==> src/rtl/tx_doorbell_arbiter_if.sv <==
// rtl/tx_doorbell_arbiter_if.sv - doorbell source, output and status bundle for tx_doorbell_arbiter
interface tx_doorbell_arbiter_if #(
   parameter int IN_COUNT          = 4,
   parameter int QUEUE_INDEX_WIDTH = 13,
   parameter int FUNCTION_ID_WIDTH = 8,
   parameter int FIFO_DEPTH        = 16
);
   logic [IN_COUNT*QUEUE_INDEX_WIDTH-1:0] s_doorbell_queue;
   logic [IN_COUNT*FUNCTION_ID_WIDTH-1:0] s_doorbell_func;
   logic [IN_COUNT-1:0]                   s_doorbell_valid;
   logic [IN_COUNT-1:0]                   s_doorbell_ready;
   logic [QUEUE_INDEX_WIDTH-1:0]          m_axis_doorbell_queue;
   logic [FUNCTION_ID_WIDTH-1:0]          m_axis_doorbell_func;
   logic                                  m_axis_doorbell_valid;
   logic [$clog2(FIFO_DEPTH):0]           fifo_count;
   logic [31:0]                           coalesce_count;

   modport master (
      output s_doorbell_queue, s_doorbell_func, s_doorbell_valid,
      input  s_doorbell_ready,
      input  m_axis_doorbell_queue, m_axis_doorbell_func, m_axis_doorbell_valid,
      input  fifo_count, coalesce_count
   );

   modport slave (
      input  s_doorbell_queue, s_doorbell_func, s_doorbell_valid,
      output s_doorbell_ready,
      output m_axis_doorbell_queue, m_axis_doorbell_func, m_axis_doorbell_valid,
      output fifo_count, coalesce_count
   );
endinterface

==> src/rtl/tx_doorbell_arbiter.sv <==
// rtl/tx_doorbell_arbiter.sv - round-robin merge of TX doorbell sources into one valid-only stream
// Grants go into a FIFO; a repeat of the last written {queue,func} is absorbed instead of stored.
module tx_doorbell_arbiter #(
   parameter int IN_COUNT          = 4,
   parameter int QUEUE_INDEX_WIDTH = 13,
   parameter int FUNCTION_ID_WIDTH = 8,
   parameter int FIFO_DEPTH        = 16,
   parameter int MIN_GAP           = 0
) (
   input logic clk,
   input logic rst,
   tx_doorbell_arbiter_if.slave db_if
);
   localparam int PTR_W   = $clog2(FIFO_DEPTH);
   localparam int CNT_W   = PTR_W + 1;
   localparam int QW      = QUEUE_INDEX_WIDTH;
   localparam int FW      = FUNCTION_ID_WIDTH;
   localparam int ENTRY_W = QW + FW;
   localparam int RR_W    = (IN_COUNT > 1) ? $clog2(IN_COUNT) : 1;
   localparam int GAP_W   = (MIN_GAP > 0) ? $clog2(MIN_GAP + 1) : 1;

   logic [RR_W-1:0]    rr_q, rr_d;
   logic [PTR_W-1:0]   wr_ptr_q, rd_ptr_q;
   logic [CNT_W-1:0]   count_q, count_d;
   logic [GAP_W-1:0]   gap_q, gap_d;
   logic [QW-1:0]      last_queue_q;
   logic [FW-1:0]      last_func_q;
   logic               last_valid_q, last_valid_d;
   logic [31:0]        coalesce_q;
   logic               m_valid_q;
   logic [QW-1:0]      m_queue_q;
   logic [FW-1:0]      m_func_q;
   logic [ENTRY_W-1:0] mem_q [FIFO_DEPTH];

   logic               grant_en;
   logic               grant_vld;
   logic [RR_W-1:0]    grant_idx;
   logic [IN_COUNT-1:0] ready;
   int                 cand;
   logic [QW-1:0]      sel_queue;
   logic [FW-1:0]      sel_func;
   logic               hit;
   logic               wr;
   logic               pop;

   // Registered occupancy only: a pop this cycle does not open a slot for a grant this cycle.
   assign grant_en = !rst && (count_q != CNT_W'(FIFO_DEPTH));

   always_comb begin
      grant_vld = 1'b0;
      grant_idx = '0;
      cand      = 0;
      for (int k = 0; k < IN_COUNT; k++) begin
         cand = int'(rr_q) + k;
         if (cand >= IN_COUNT) cand = cand - IN_COUNT;
         if (grant_en && !grant_vld && db_if.s_doorbell_valid[cand]) begin
            grant_vld = 1'b1;
            grant_idx = RR_W'(cand);
         end
      end
   end

   always_comb begin
      ready = '0;
      if (grant_vld) ready[grant_idx] = 1'b1;
   end

   assign sel_queue = db_if.s_doorbell_queue[int'(grant_idx)*QW +: QW];
   assign sel_func  = db_if.s_doorbell_func[int'(grant_idx)*FW +: FW];

   assign hit = grant_vld && last_valid_q && (sel_queue == last_queue_q) && (sel_func == last_func_q);
   assign wr  = grant_vld && !hit;
   assign pop = (count_q != '0) && (gap_q == '0);

   always_comb begin
      rr_d = rr_q;
      if (grant_vld) rr_d = (int'(grant_idx) == IN_COUNT - 1) ? '0 : grant_idx + RR_W'(1);

      count_d = count_q;
      if (wr && !pop)      count_d = count_q + CNT_W'(1);
      else if (!wr && pop) count_d = count_q - CNT_W'(1);

      gap_d = gap_q;
      if (pop)                gap_d = GAP_W'(MIN_GAP);
      else if (gap_q != '0)   gap_d = gap_q - GAP_W'(1);

      // Draining the last entry forgets it, so a later repeat is a fresh doorbell.
      last_valid_d = last_valid_q;
      if (wr)                                last_valid_d = 1'b1;
      else if (pop && count_q == CNT_W'(1))  last_valid_d = 1'b0;
   end

   always_ff @(posedge clk) begin
      if (wr) mem_q[wr_ptr_q] <= {sel_queue, sel_func};
   end

   always_ff @(posedge clk) begin
      if (rst) begin
         rr_q         <= '0;
         wr_ptr_q     <= '0;
         rd_ptr_q     <= '0;
         count_q      <= '0;
         gap_q        <= '0;
         last_queue_q <= '0;
         last_func_q  <= '0;
         last_valid_q <= 1'b0;
         coalesce_q   <= '0;
         m_valid_q    <= 1'b0;
         m_queue_q    <= '0;
         m_func_q     <= '0;
      end else begin
         rr_q         <= rr_d;
         count_q      <= count_d;
         gap_q        <= gap_d;
         last_valid_q <= last_valid_d;
         m_valid_q    <= pop;
         if (wr) begin
            wr_ptr_q     <= wr_ptr_q + PTR_W'(1);
            last_queue_q <= sel_queue;
            last_func_q  <= sel_func;
         end
         if (hit) coalesce_q <= coalesce_q + 32'd1;
         if (pop) begin
            rd_ptr_q              <= rd_ptr_q + PTR_W'(1);
            {m_queue_q, m_func_q} <= mem_q[rd_ptr_q];
         end
      end
   end

   assign db_if.s_doorbell_ready      = ready;
   assign db_if.m_axis_doorbell_queue = m_queue_q;
   assign db_if.m_axis_doorbell_func  = m_func_q;
   assign db_if.m_axis_doorbell_valid = m_valid_q;
   assign db_if.fifo_count            = count_q;
   assign db_if.coalesce_count        = coalesce_q;
endmodule

==> src/flat_wrapper.sv <==
// flat-port wrapper written by rule: the top's interface ports become plain ports
module tx_doorbell_arbiter_flat 
#(
   parameter int IN_COUNT          = 4,
   parameter int QUEUE_INDEX_WIDTH = 13,
   parameter int FUNCTION_ID_WIDTH = 8,
   parameter int FIFO_DEPTH        = 16,
   parameter int MIN_GAP           = 0
)
  (clk, rst, db_if_s_doorbell_queue, db_if_s_doorbell_func, db_if_s_doorbell_valid, db_if_s_doorbell_ready, db_if_m_axis_doorbell_queue, db_if_m_axis_doorbell_func, db_if_m_axis_doorbell_valid, db_if_fifo_count, db_if_coalesce_count);
  tx_doorbell_arbiter_if #(.IN_COUNT(IN_COUNT), .QUEUE_INDEX_WIDTH(QUEUE_INDEX_WIDTH), .FUNCTION_ID_WIDTH(FUNCTION_ID_WIDTH), .FIFO_DEPTH(FIFO_DEPTH)) db_if_i ();
  input logic clk;
  input logic rst;
  input wire logic [$bits(db_if_i.s_doorbell_queue)-1:0] db_if_s_doorbell_queue;
  input wire logic [$bits(db_if_i.s_doorbell_func)-1:0] db_if_s_doorbell_func;
  input wire logic [$bits(db_if_i.s_doorbell_valid)-1:0] db_if_s_doorbell_valid;
  output wire logic [$bits(db_if_i.s_doorbell_ready)-1:0] db_if_s_doorbell_ready;
  output wire logic [$bits(db_if_i.m_axis_doorbell_queue)-1:0] db_if_m_axis_doorbell_queue;
  output wire logic [$bits(db_if_i.m_axis_doorbell_func)-1:0] db_if_m_axis_doorbell_func;
  output wire logic [$bits(db_if_i.m_axis_doorbell_valid)-1:0] db_if_m_axis_doorbell_valid;
  output wire logic [$bits(db_if_i.fifo_count)-1:0] db_if_fifo_count;
  output wire logic [$bits(db_if_i.coalesce_count)-1:0] db_if_coalesce_count;
  assign db_if_i.s_doorbell_queue = db_if_s_doorbell_queue;
  assign db_if_i.s_doorbell_func = db_if_s_doorbell_func;
  assign db_if_i.s_doorbell_valid = db_if_s_doorbell_valid;
  assign db_if_s_doorbell_ready = db_if_i.s_doorbell_ready;
  assign db_if_m_axis_doorbell_queue = db_if_i.m_axis_doorbell_queue;
  assign db_if_m_axis_doorbell_func = db_if_i.m_axis_doorbell_func;
  assign db_if_m_axis_doorbell_valid = db_if_i.m_axis_doorbell_valid;
  assign db_if_fifo_count = db_if_i.fifo_count;
  assign db_if_coalesce_count = db_if_i.coalesce_count;
  tx_doorbell_arbiter #(.IN_COUNT(IN_COUNT), .QUEUE_INDEX_WIDTH(QUEUE_INDEX_WIDTH), .FUNCTION_ID_WIDTH(FUNCTION_ID_WIDTH), .FIFO_DEPTH(FIFO_DEPTH), .MIN_GAP(MIN_GAP)) u_core (.clk(clk), .rst(rst), .db_if(db_if_i));
endmodule
==> config.mk <==
export PLATFORM = sky130hd
export DESIGN_NAME = tx_doorbell_arbiter_flat
export DESIGN_NICKNAME = d
export VERILOG_FILES = /design/src/rtl/tx_doorbell_arbiter_if.sv /design/src/rtl/tx_doorbell_arbiter.sv /design/src/flat_wrapper.sv
export SDC_FILE = /design/constraint.sdc
export NUM_CORES = 1
export LEC_CHECK = 0
export ABC_CLOCK_PERIOD_IN_PS = 7800
export BUFFER_PORTS_ARGS = -buffer_cell sky130_fd_sc_hd__buf_2
export CORE_AREA = 4 4 181 183
export CTS_CLUSTER_DIAMETER = 30
export DETAILED_ROUTE_END_ITERATION = 6
export DIE_AREA = 0 0 185 187
export GPL_TIMING_DRIVEN = 0
export HOLD_SLACK_MARGIN = 0.05
export MAX_ROUTING_LAYER = met4
export PLACE_DENSITY = 0.79
export SETUP_SLACK_MARGIN = 0.1
export SLEW_MARGIN = 0
export SYNTH_ARGS = -nofsm -noshare
export SYNTH_HDL_FRONTEND = slang
export SYNTH_SLANG_ARGS = --single-unit
==> constraint.sdc <==
create_clock -name clk -period 7.8 [get_ports clk]
set_input_delay 1.17 -clock clk [delete_from_list [all_inputs] [get_ports clk]]
set_output_delay 1.17 -clock clk [all_outputs]
set_load 0.02 [all_outputs]
==> summary.txt, run 1 <==
Synth
  • Cells after Synth: 1,219
  • Yosys cell types: 87
  • Synth area leader: edfxtp_1
  • Largest cells by area after synthesis: edfxtp_1 (55%), mux4_2 (13%), dfxtp_1 (10%)
  • Syn Area/Cell: 15.2 sq um
  • Top cell type's share of synthesized area: 54.6%
  • Dominant synthesized flop cell: edfxtp_1
  • Asr flop ratio synth: 0%
  • Post-synthesis cell area: 18,500 sq um
  • Synth warn: 0
  • Net Count, Synth: 1,324
  • Number of flops mapped to enable cells by yosys: 336
  • FF+latch count, synth: 428
  • Seq/Total Area, Yosys: 64.6%

Setup path
  • Critical path fanouts, max: 21
  • CP most frequent cell: buf_2
  • RR Startpoint: u_core.db_if.fifo_count[0]
  • Critical path startpoint category: primary input
  • Delay-heaviest family, CP: simple AND/OR/NAND/NOR gates
  • Arr. time, crit path: 6780 ps
  • CP Launch Point: db_if_s_doorbell_valid[0]
  • WP buf/inv: 5
  • Reg2Reg Depth: 14
  • Crit. End Element: register
  • Critical path depth: 16
  • Slowest CP cell: and3_1
  • Worst path cell trace: buf_2 -> buf_2 -> nor2b_1 -> nor4b_1 -> nor2_1 -> a21oi_2 -> buf_2 -> nor2_1 -> a211oi_2 -> xnor2_1 -> and4b_1 -> nand3_2 -> nand2_1 -> inv_1 -> clkbuf_1 -> and3_1
  • WS Path Type: in2reg
  • Required @ worst endpoint: 7970 ps
  • Largest stage delay, worst path: 1160 ps

Die
  • Initial Util: 59.2%
  • Num rows: 65
  • DIE WIDTH: 185 microns
  • Die Height: 187 microns
  • Core footprint: 31,200 sq um
  • IO Count: 153
  • Total die area: 34,600 sq um

Placement
  • GP Congestion: 0.957
  • Dpl ws: 752 ps
  • Dpl cells: 1,780
  • DP HPWL: 31,300 microns
  • # port buffers: 151

Worst hold path
  • Hold Path Depth: 2
  • Worst min path class: reg2reg
  • HP Start: u_core.db_if.m_axis_doorbell_func[1]

Global routing
  • First-pass GRT wire length: 80,200 microns
  • Number of global-route vias before repair: 13,068
  • Pin count of the biggest net entering global routing: 22
  • Grt ovf: 0
  • Initial antenna violation count: 0
  • Total GRT Usage: 31.8%

Pwr
  • LEAKAGE: 7.88 nW
  • Maximum vdd drop: 0.000190 V
  • Power Density: 350 nW/um^2

Timing
  • Final Slew Violations: 22
  • # setup viols final: 0
  • Worst-Margin Slew: 1540 ps
  • Relative slew slack: -2.62%
  • Worst Slack Setup Final: 1190 ps
  • Max Freq: 151 MHz
  • Worst Skew: 29.4 ps
  • Final Hold Fails: 0
  • Period minus WS final: 6610 ps
  • Period utilisation layout: 84.7%
  • Hold slack: 453 ps
  • RSZ-0062 raised after global routing: no

Routing
  • Residual DRC: 0
  • Final WL: 53,100 microns
  • Via density per instance: 6.68
  • Avg WL per Cell: 27.7 microns
  • Initial drt markers: 1,725
  • ANT nets after route: 0
  • Vias: 12,801
  • DR pass1 iterations: 5

Finish
  • Storage element area: 11,900 sq um
  • Ant diodes: 0
  • Fraction of layout cells with a size suffix above 1: 30.4%
  • Fin cells: 1,915
  • Fill count: 1,982
  • Nets@finish: 1,560
  • Footprint of the multi-input gates: 6160 sq um
  • P&R area growth vs syn: 21.0%

Clock tree
  • Clock Path Buffers: 3
  • Clock latency on the worst-skew pair: 580 ps
  • Post-CTS Repair Setup Buffers: 0
  • # H-tree levels: 3
  • CTS Buf Count: 72
  • Post-cts sizing count: 0
  • # hold bufs at CTS: 0
  • Root Driver: clkbuf_16
  • CTS tree: done
  • Sink Count: 428
  • Reg clk slew, reported paths: 50 ps

Job
  • Maxcap violations: 1

Run status
  • Failing checks: max-capacitance violations, max-slew violations
  • Outcome: finished with violations
[final timing paths]
path | endpoint | slack (ps)
max | u_core.mem_q[7][0] | 1190
min reg2reg | u_core.db_if.m_axis_doorbell_func[1] | 450
max reg2reg | u_core.mem_q[7][0] | 1280
min | u_core.db_if.m_axis_doorbell_func[1] | 450
[cells in the final DEF, fill, tap and decap left out, types with 5 or more instances in the layout]
master,count
a21oi_1,49
a31oi_1,7
and2_1,8
and3_1,25
and3_2,7
and4_1,7
buf_1,10
buf_2,161
buf_4,14
bufinv_16,10
clkbuf_1,49
clkbuf_16,73
clkinv_2,12
clkinvlp_4,10
dfxtp_1,92
edfxtp_1,336
ha_1,15
inv_1,26
inv_6,8
mux2_1,8
mux2_2,14
mux2i_1,19
mux4_2,105
nand2_1,86
nand3_1,46
nand4_1,14
nor2_1,68
nor2b_1,29
nor3_1,14
o211ai_1,7
o21ai_0,24
o221ai_1,5
o22ai_1,7
o311ai_0,5
o31ai_1,11
o41ai_1,5
or3_1,7
or4_1,6
xnor2_1,11
[registers in the layout, summed over array words and instances (netlist names), 2 cells and up]
name / cells
u_core.db_if.coalesce_count: 32
u_core.mem_q: 336
u_core.last_queue_q: 13
u_core.rr_q: 2
u_core.db_if.m_axis_doorbell_func: 8
u_core.last_func_q: 8
u_core.rd_ptr_q: 4
u_core.db_if.fifo_count: 5
u_core.wr_ptr_q: 4
u_core.db_if.m_axis_doorbell_queue: 13
[metrics by stage]
stage / power, W / TNS (ps) / instance area [sq um] / util, %
finish: 0.00783 / 0 / 22400 / 71.6
global route: 0.00809 / 0 / 22400 / 71.6
CTS: 0.00782 / 0 / 22300 / 71.5
detailed placement: 0.00457 / 0 / 19800 / 63.5
global placement: 0.00451 / -59780 / 19700 / 63.2
floorplan: 0.00401 / 0 / 18500 / -
[layout make-up]
cell class	instances	area share (%)
Timing Repair Buffer	162	3.84
Multi-Input combinational cell	694	27.5
Buffer	70	1.45
Tap cell	402	2.25
Clock inverter	51	2.79
Clock buffer	81	8.35
Inverter	27	0.453
Sequential cell	428	53.3
[cell families after synthesis]
family          count (synthesis)  synth area share, %
simple gates                  348                 9.77
compound gates                168                 6.36
xor+xnor                       15                0.711
fa+ha+maj                      15                 1.02
other cells                     1               0.0203
buf+inv                        97                 2.30
mux                           147                 15.2
flops                         428                 64.6
[report_power, final]
part           switching [W]  internal [W]  total, W
clock network        0.00115       0.00208   0.00323
registers          0.0000931       0.00275   0.00285
logic                0.00107      0.000688   0.00175
[synthesized netlist by cell type, drive strengths merged (8+ instances only)]
| cell type | n |
|---|---|
| inv | 27 |
| edfxtp | 336 |
| nor2 | 70 |
| mux4 | 105 |
| nor2b | 29 |
| mux2i | 19 |
| o22ai | 8 |
| nand3 | 47 |
| and3 | 32 |
| nand2 | 88 |
| o31ai | 11 |
| xnor2 | 11 |
| mux2 | 23 |
| ha | 15 |
| and2 | 8 |
| o21ai | 25 |
| a21oi | 52 |
| buf | 28 |
| nand4 | 14 |
| dfxtp | 92 |
| nor3 | 15 |
| clkbuf | 42 |
[worst register-to-register path, cell delays in order, from the launching register on]
cell and delay [ps]:
dfxtp_1 370, inv_1 110, ha_1 160, nor4bb_1 800, or2_1 380, nor3_4 150, clkbuf_1 380, a211oi_2 1250
xnor2_1 160, and4b_1 280, nand3_2 100, nand2_1 220, inv_1 250, clkbuf_1 350, and3_1 1160
[layer usage]
metal,vias to the layer above,share of wire [%],global-route usage [%]
li1,5316,-,-
met1,6326,36,41.7
met2,965,48,49.0
met3,194,11,7.10
met4,0,4.5,12.9
met5,-,0,-
Power figures use the tool's default switching activity.
==> run 2: changes to the inputs <==
--- a/config.mk
+++ b/config.mk
@@ -5,12 +5,13 @@
 export SDC_FILE = /design/constraint.sdc
 export NUM_CORES = 1
 export LEC_CHECK = 0
-export ABC_CLOCK_PERIOD_IN_PS = 7800
+export ABC_AREA = 1
+export ABC_CLOCK_PERIOD_IN_PS = 6600
 export BUFFER_PORTS_ARGS = -buffer_cell sky130_fd_sc_hd__buf_2
-export CORE_AREA = 4 4 181 183
+export CORE_AREA = 4 4 188 190
 export CTS_CLUSTER_DIAMETER = 30
 export DETAILED_ROUTE_END_ITERATION = 6
-export DIE_AREA = 0 0 185 187
+export DIE_AREA = 0 0 192 194
 export GPL_TIMING_DRIVEN = 0
 export HOLD_SLACK_MARGIN = 0.05
 export MAX_ROUTING_LAYER = met4
==> constraint.sdc (replaced) <==
create_clock -name clk -period 6.6 [get_ports clk]
set_input_delay 0.99 -clock clk [delete_from_list [all_inputs] [get_ports clk]]
set_output_delay 0.99 -clock clk [all_outputs]
set_load 0.02 [all_outputs]
==> summary.txt, run 2 <==
Run status
  • Outcome: finished clean (was finished with violations)

Finish
  • Commonest non-fill, non-tap cell in the layout: nand2_1 (was edfxtp_1)
  • Number of flip-flops in the largest register: 336 (unchanged)
  • Nets@finish: 2,459 (was 1,560)
  • Commonest non-fill, non-tap cells in the layout: nand2_1 (365), edfxtp_1 (336), nor2_1 (303), nand3_1 (192), inv_1 (183) (was edfxtp_1 (336), buf_2 (161), mux4_2 (105), dfxtp_1 (92), nand2_1 (86))
  • Fin area: 24,600 sq um (was 22,400 sq um)
  • P&R area growth vs syn: 22.7% (was 21.0%)
  • Ant diodes: 0 (unchanged)
  • Fraction of layout cells with a size suffix above 1: 16.4% (was 30.4%)
  • Biggest register: u_core.mem_q (unchanged)

Timing
  • Worst-Margin Slew: 997 ps (was 1540 ps)
  • Worst Slack Setup Final: 1220 ps (was 1190 ps)
  • RSZ-0062 raised after global routing: no (unchanged)
  • Final Slew Violations: 0 (was 22)
  • # setup viols final: 0 (unchanged)
  • Hold slack: 493 ps (was 453 ps)
  • Final Hold Fails: 0 (unchanged)
  • Max Freq: 186 MHz
  • Worst Skew: 23.5 ps (was 29.4 ps)
  • Period utilisation layout: 81.5%
  • Setup TNS: 0 ps (unchanged)
  • Relative slew slack: 33.6% (was -2.62%)
  • Period minus WS final: 5380 ps

Placement
  • Area of placed instances: 21,700 sq um (was 19,800 sq um)
  • GP Congestion: 0.974 (was 0.957)
  • # port buffers: 152 (was 151)
  • DP HPWL: 44,900 microns (was 31,300 microns)
  • Dpl ws: 929 ps (was 752 ps)

Synth
  • Commonest cells post-synth: nand2_1 (365), edfxtp_1 (336), nor2_1 (319), nand3_1 (192), inv_1 (183) (was edfxtp_1 (336), mux4_2 (105), dfxtp_1 (92), nand2_1 (86), nor2_1 (68))
  • Synth area leader: edfxtp_1 (unchanged)
  • Seq/Total Area, Yosys: 59.6% (was 64.6%)
  • Net Count, Synth: 2,207 (was 1,324)
  • Yosys cell types: 40 (was 87)
  • Syn Area/Cell: 9.52 sq um (was 15.2 sq um)
  • Asr flop ratio synth: 0% (unchanged)
  • Number of flops mapped to enable cells by yosys: 336 (unchanged)
  • Dominant synthesized flop cell: edfxtp_1 (unchanged)
  • FF+latch count, synth: 428 (unchanged)
  • Cells after Synth: 2,102 (was 1,219)
  • Post-synthesis cell area: 20,000 sq um (was 18,500 sq um)
  • Top cell type's share of synthesized area: 50.4% (was 54.6%)
  • Count leader, synth: nand2_1 (was edfxtp_1)
  • Synth warn: 0 (unchanged)
  • Largest cells by area after synthesis: edfxtp_1 (50%), dfxtp_1 (9.2%), nand2_1 (6.8%) (was edfxtp_1 (55%), mux4_2 (13%), dfxtp_1 (10%))

Die
  • DIE WIDTH: 192 microns (was 185 microns)
  • IO Count: 153 (unchanged)
  • Core footprint: 33,400 sq um (was 31,200 sq um)
  • Initial Util: 59.8% (was 59.2%)
  • Die Height: 194 microns (was 187 microns)
  • Num rows: 67 (was 65)
  • Total die area: 37,200 sq um (was 34,600 sq um)

Clock tree
  • Clock Path Buffers: 3 (unchanged)
  • Clock latency on the worst-skew pair: 600 ps (was 580 ps)
  • Sink Count: 428 (unchanged)
  • # hold bufs at CTS: 0 (unchanged)
  • Post-cts sizing count: 0 (unchanged)
  • Reg clk slew, reported paths: 50 ps (about the same)
  • # H-tree levels: 3 (unchanged)
  • Post-CTS Repair Setup Buffers: 0 (unchanged)
  • CTS tree: done (unchanged)
  • Root Driver: clkbuf_16 (unchanged)
  • CTS Buf Count: 82 (was 72)

Pwr
  • Power Density: 568 nW/um^2 (was 350 nW/um^2)
  • Internal Power: 0.00827 W (was 0.00552 W)
  • Sw power: 0.00569 W (was 0.00231 W)
  • Total power: 0.0140 W (was 0.00783 W)
  • LEAKAGE: 9.62 nW (was 7.88 nW)
  • Clk pwr share: 30.7% (was 41.3%)
  • Combinational Power Share: 38.4% (was 22.4%)
  • Switching share of power: 40.7% (was 29.5%)
  • Flop pwr share: 30.9% (was 36.3%)
  • Maximum vdd drop: 0.000447 V (was 0.000190 V)

Setup path
  • CP most frequent cell: nand2_1 (was buf_2)
  • Delay-heaviest family, CP: simple AND/OR/NAND/NOR gates (unchanged)
  • Required @ worst endpoint: 7060 ps (was 7970 ps)
  • WP buf/inv: 6 (was 5)
  • Crit. End Element: register (unchanged)
  • Critical path startpoint category: register (was primary input)
  • WS Path Type: reg2reg (was in2reg)
  • Critical path fanouts, max: 19 (was 21)
  • Largest stage delay, worst path: 610 ps (was 1160 ps)
  • Slowest CP cell: nand2_1 (was and3_1)
  • Arr. time, crit path: 5830 ps (was 6780 ps)

Routing
  • Residual DRC: 0 (unchanged)
  • Initial drt markers: 2,184 (was 1,725)
  • Via density per instance: 6.05 (was 6.68)
  • ANT nets after route: 0 (unchanged)
  • Final WL: 64,700 microns (was 53,100 microns)
  • Avg WL per Cell: 22.5 microns (was 27.7 microns)
  • DR pass1 iterations: 7 (was 5)
  • Vias: 17,377 (was 12,801)

Global routing
  • Initial antenna violation count: 0 (unchanged)
  • Grt ovf: 0 (unchanged)
  • Number of global-route vias before repair: 17,164 (was 13,068)
  • Pin count of the biggest net entering global routing: 20 (was 22)
  • Total GRT Usage: 35.2% (was 31.8%)
  • First-pass GRT wire length: 97,800 microns (was 80,200 microns)

Job
  • Maxcap violations: 0 (was 1)

Worst hold path
  • Worst min path class: reg2reg (unchanged)
## run 2: cell types whose count changed after synthesis, sizes merged, moves of 20 or more
cell and change:
and3 -32, nor2b -29, nor2 +258, o21ai +155, mux4 -105, nand3 +151
mux2 -23, a21oi -21, o221ai +53, nand3b +20, inv +163, clkbuf +39
o211ai +40, nand2 +295
## run 2: worst min-delay path, stage by stage, from the launching register on
cell      delay [ps]
dfxtp_1          320
o211ai_1          90
inv_1             50
## run 2: path summary, 6_finish.rpt
kind                                   startpoint                                   end  slack, ps  cells after the start
max                    u_core.db_if.fifo_count[1]            u_core.db_if.fifo_count[3]       1220                     29
min          u_core.db_if.m_axis_doorbell_func[0]  u_core.db_if.m_axis_doorbell_func[0]        490                      2
max reg2reg            u_core.db_if.fifo_count[1]            u_core.db_if.fifo_count[3]       1220                     29
min reg2reg  u_core.db_if.m_axis_doorbell_func[0]  u_core.db_if.m_axis_doorbell_func[0]        490                      2
## run 2: logic make-up (layout without fill, tap and decap cells)
kind of cell    count (synthesis)  in the layout  share of synthesized area [%]
simple gates                  994            994                           22.0
flops                         428            428                           59.6
compound gates                344            344                           10.5
buf+inv                       306            626                           6.31
fa+ha+maj                      15             15                          0.938
xor+xnor                       14             14                          0.613
other cells                     1              1                         0.0187
## run 2: power groups by stage
stage                     Combinational (W)  Sequential, W  Clock [W]
after CTS                           0.00522        0.00430    0.00429
after global placement              0.00496        0.00433          0
after floorplan                     0.00324        0.00435          0
after detailed placement            0.00516        0.00434          0
after global routing                0.00578        0.00433    0.00445
final                               0.00537        0.00431    0.00429
## run 2: layout make-up
type                            instances  area (sq um)
Clock inverter                         57           664
Tap cell                              448           561
Multi-Input combinational cell       1368          6860
Buffer                                115           542
Timing Repair Buffer                  168          1060
Sequential cell                       428         11900
Fill cell                            2308          8890
Inverter                              191           722
Clock buffer                           95          2210
## run 2: routing by layer
layer / global-route usage, % / part of all wire [%] / vias to the layer above
li1: - / - / 7828
met1: 44.3 / 38 / 8174
met2: 55.9 / 47 / 1140
met3: 7.02 / 10 / 235
met4: 15.1 / 4.4 / 0
met5: - / 0 / -
## run 2: per-stage QoR
step	cells	utilization (%)
after CTS	2870	73.4
after detailed placement	2718	64.8
after global routing	2870	73.4
after floorplan	2102	-
after global placement	2702	63.8
final	2870	73.4
==> run 3: changes to the inputs <==
--- a/config.mk
+++ b/config.mk
@@ -6,7 +6,7 @@
 export NUM_CORES = 1
 export LEC_CHECK = 0
 export ABC_AREA = 1
-export ABC_CLOCK_PERIOD_IN_PS = 6600
+export ABC_CLOCK_PERIOD_IN_PS = 5470
 export BUFFER_PORTS_ARGS = -buffer_cell sky130_fd_sc_hd__buf_2
 export CORE_AREA = 4 4 188 190
 export CTS_CLUSTER_DIAMETER = 30
==> constraint.sdc (replaced) <==
create_clock -name clk -period 5.47 [get_ports clk]
set_input_delay 0.8205 -clock clk [delete_from_list [all_inputs] [get_ports clk]]
set_output_delay 0.8205 -clock clk [all_outputs]
set_load 0.02 [all_outputs]
==> summary.txt, run 3 (same netlist as run 2, synthesis figures left out) <==
Pwr
  • Total power: 0.0169 W (was 0.0140 W)
  • Maximum vdd drop: 0.000533 V (was 0.000447 V)
  • LEAKAGE: 9.63 nW (was 9.62 nW)
  • Power Density: 686 nW/um^2 (was 568 nW/um^2)

Placement
  • DP HPWL: 44,900 microns (unchanged)
  • Dpl ws: -31.7 ps (was 929 ps)
  • Dpl cells: 2,718 (unchanged)
  • # port buffers: 152 (unchanged)
  • GP Congestion: 0.974 (unchanged)

Finish
  • Fin util: 73.5% (was 73.4%)
  • P&R area growth vs syn: 22.9% (was 22.7%)
  • Number of flip-flops in the largest register: 336 (unchanged)
  • Fin cells: 2,871 (was 2,870)
  • Commonest non-fill, non-tap cells in the layout: nand2_1 (357), edfxtp_1 (336), nor2_1 (303), nand3_1 (192), inv_1 (183) (was nand2_1 (365), edfxtp_1 (336), nor2_1 (303), nand3_1 (192), inv_1 (183))
  • Fraction of layout cells with a size suffix above 1: 16.7% (was 16.4%)
  • Commonest non-fill, non-tap cell in the layout: nand2_1 (unchanged)
  • Biggest register: u_core.mem_q (unchanged)
  • Nets@finish: 2,459 (unchanged)

Setup path
  • CP most frequent cell: nand2_4 (was nand2_1)
  • RR Startpoint: u_core.db_if.fifo_count[0] (was u_core.db_if.fifo_count[1])
  • Critical path startpoint category: register (unchanged)
  • Arr. time, crit path: 5510 ps (was 5830 ps)
  • Reg2Reg Depth: 28 (was 29)
  • Slowest CP cell: dfxtp_1 (was nand2_1)
  • Crit. End Element: register (unchanged)
  • R2r setup slk: 420 ps (was 1220 ps)
  • WS Path Type: reg2reg (unchanged)
  • Largest stage delay, worst path: 440 ps (was 610 ps)
  • Reg2Reg Capture Point: u_core.db_if.fifo_count[3] (unchanged)
  • Required @ worst endpoint: 5930 ps (was 7060 ps)
  • Critical path fanouts, max: 18 (was 19)

Clock tree
  • # H-tree levels: 3 (unchanged)
  • Clock latency on the worst-skew pair: 600 ps (about the same)
  • Sink Count: 428 (unchanged)
  • Post-cts sizing count: 0 (unchanged)
  • # hold bufs at CTS: 0 (unchanged)
  • CTS tree: done (unchanged)
  • Reg clk slew, reported paths: 50 ps (about the same)
  • Post-CTS Repair Setup Buffers: 0 (unchanged)
  • Root Driver: clkbuf_16 (unchanged)
  • Clock Path Buffers: 3 (unchanged)
  • CTS Buf Count: 82 (unchanged)

Worst hold path
  • HP Start: u_core.db_if.m_axis_doorbell_func[0] (unchanged)
  • Worst min path class: reg2reg (unchanged)
  • Hold path endpoint: u_core.db_if.m_axis_doorbell_func[0] (unchanged)
  • Hold Path Depth: 2 (unchanged)

Timing
  • Worst-Margin Slew: 976 ps (was 997 ps)
  • Period utilisation layout: 92.4% (was 81.5%)
  • Worst Skew: 22.5 ps (was 23.5 ps)
  • Final Slew Violations: 0 (unchanged)
  • Hold slack: 493 ps (about the same)
  • RSZ-0062 raised after global routing: no (unchanged)
  • Period minus WS final: 5050 ps (was 5380 ps)
  • Final Hold Fails: 0 (unchanged)
  • Max Freq: 198 MHz (was 186 MHz)
  • Worst Slack Setup Final: 417 ps (was 1220 ps)
  • Relative slew slack: 34.9% (was 33.6%)
  • # setup viols final: 0 (unchanged)

Routing
  • Via density per instance: 6.07 (was 6.05)
  • Avg WL per Cell: 22.5 microns (about the same)
  • Initial drt markers: 2,240 (was 2,184)
  • Residual DRC: 0 (unchanged)
  • Vias: 17,432 (was 17,377)
  • ANT nets after route: 0 (unchanged)
  • Final WL: 64,600 microns (was 64,700 microns)
  • DR pass1 iterations: 6 (was 7)

Job
  • Maxcap violations: 0 (unchanged)

Die
  • Num rows: 67 (unchanged)
  • Die Height: 194 microns (unchanged)
  • Initial Util: 59.8% (unchanged)
  • DIE WIDTH: 192 microns (unchanged)
  • Total die area: 37,200 sq um (unchanged)
  • Core footprint: 33,400 sq um (unchanged)
  • IO Count: 153 (unchanged)

Global routing
  • Initial antenna violation count: 0 (unchanged)
  • Number of global-route vias before repair: 17,164 (unchanged)
  • First-pass GRT wire length: 97,800 microns (unchanged)
  • Total GRT Usage: 35.2% (unchanged)
  • Pin count of the biggest net entering global routing: 20 (unchanged)
  • Grt ovf: 0 (unchanged)

Run status
  • Outcome: finished clean (unchanged)
-- run 3: changes by cell type in the layout (fill, tap and decap cells not counted), sizes merged --
cell   change
diode      +1
-- run 3: metrics by stage --
stage,setup TNS [ps],cell area (sq um)
after floorplan,0,20000
after global placement,-241610,21300
after detailed placement,-31.7,21700
after CTS,0,24600
after global routing,0,24600
final,0,24600
-- run 3: how the worst max path moves through the flow --
| stage | from | to | slack, ps | cells past startpoint |
|---|---|---|---|---|
| 2_1_floorplan | u_core.db_if.fifo_count[0] | u_core.db_if.fifo_count[3] | 1240 | 28 |
| 3_3_place_gp | rst | u_core.mem_q[4][3] | -830 | 23 |
| 3_5_place_dp | rst | u_core.db_if.fifo_count[3] | -30 | 28 |
| 4_1_cts | u_core.db_if.fifo_count[1] | u_core.db_if.fifo_count[3] | 230 | 29 |
| 5_1_grt | u_core.db_if.fifo_count[1] | u_core.db_if.fifo_count[3] | 120 | 28 |
| 6_report | u_core.db_if.fifo_count[0] | u_core.db_if.fifo_count[3] | 420 | 28 |
-- run 3: routing by layer --
metal,wire length (microns),track usage [%],part of all wire [%],vias up
met3,6860,7.02,11,210
met5,0,-,0,-
met4,2710,15.1,4.2,0
met1,24200,44.3,37,8236
li1,-,-,-,7833
met2,30800,55.9,48,1153
-- run 3: area by class of cell --
cell class / count / area (sq um)
flip-flops and latches: 428 / 11900
fillers: 2305 / 8860
multi-input cells: 1368 / 6890
clock buffers: 95 / 2210
repair buffers: 168 / 1060
inverters: 191 / 722
clock inverters: 57 / 664
well taps: 448 / 561
plain buffers: 115 / 542
diodes: 1 / 2.50
-- run 3: report_power, final --
group	switching [W]	internal [W]
Combinational	0.00492	0.00160
Sequential	0.000199	0.00499
Clock	0.00176	0.00341
Total	0.00688	0.00999
-- run 3: critical path, delay by kind of cell, from the launching register on --
family / cells / cell delay [ps]
AND/OR/NAND/NOR: 16 / 2350
buffers and inverters: 6 / 950
AO/OA/AOI/OAI: 4 / 610
adder cells (fa/ha/maj): 2 / 580
flip-flops: 1 / 440
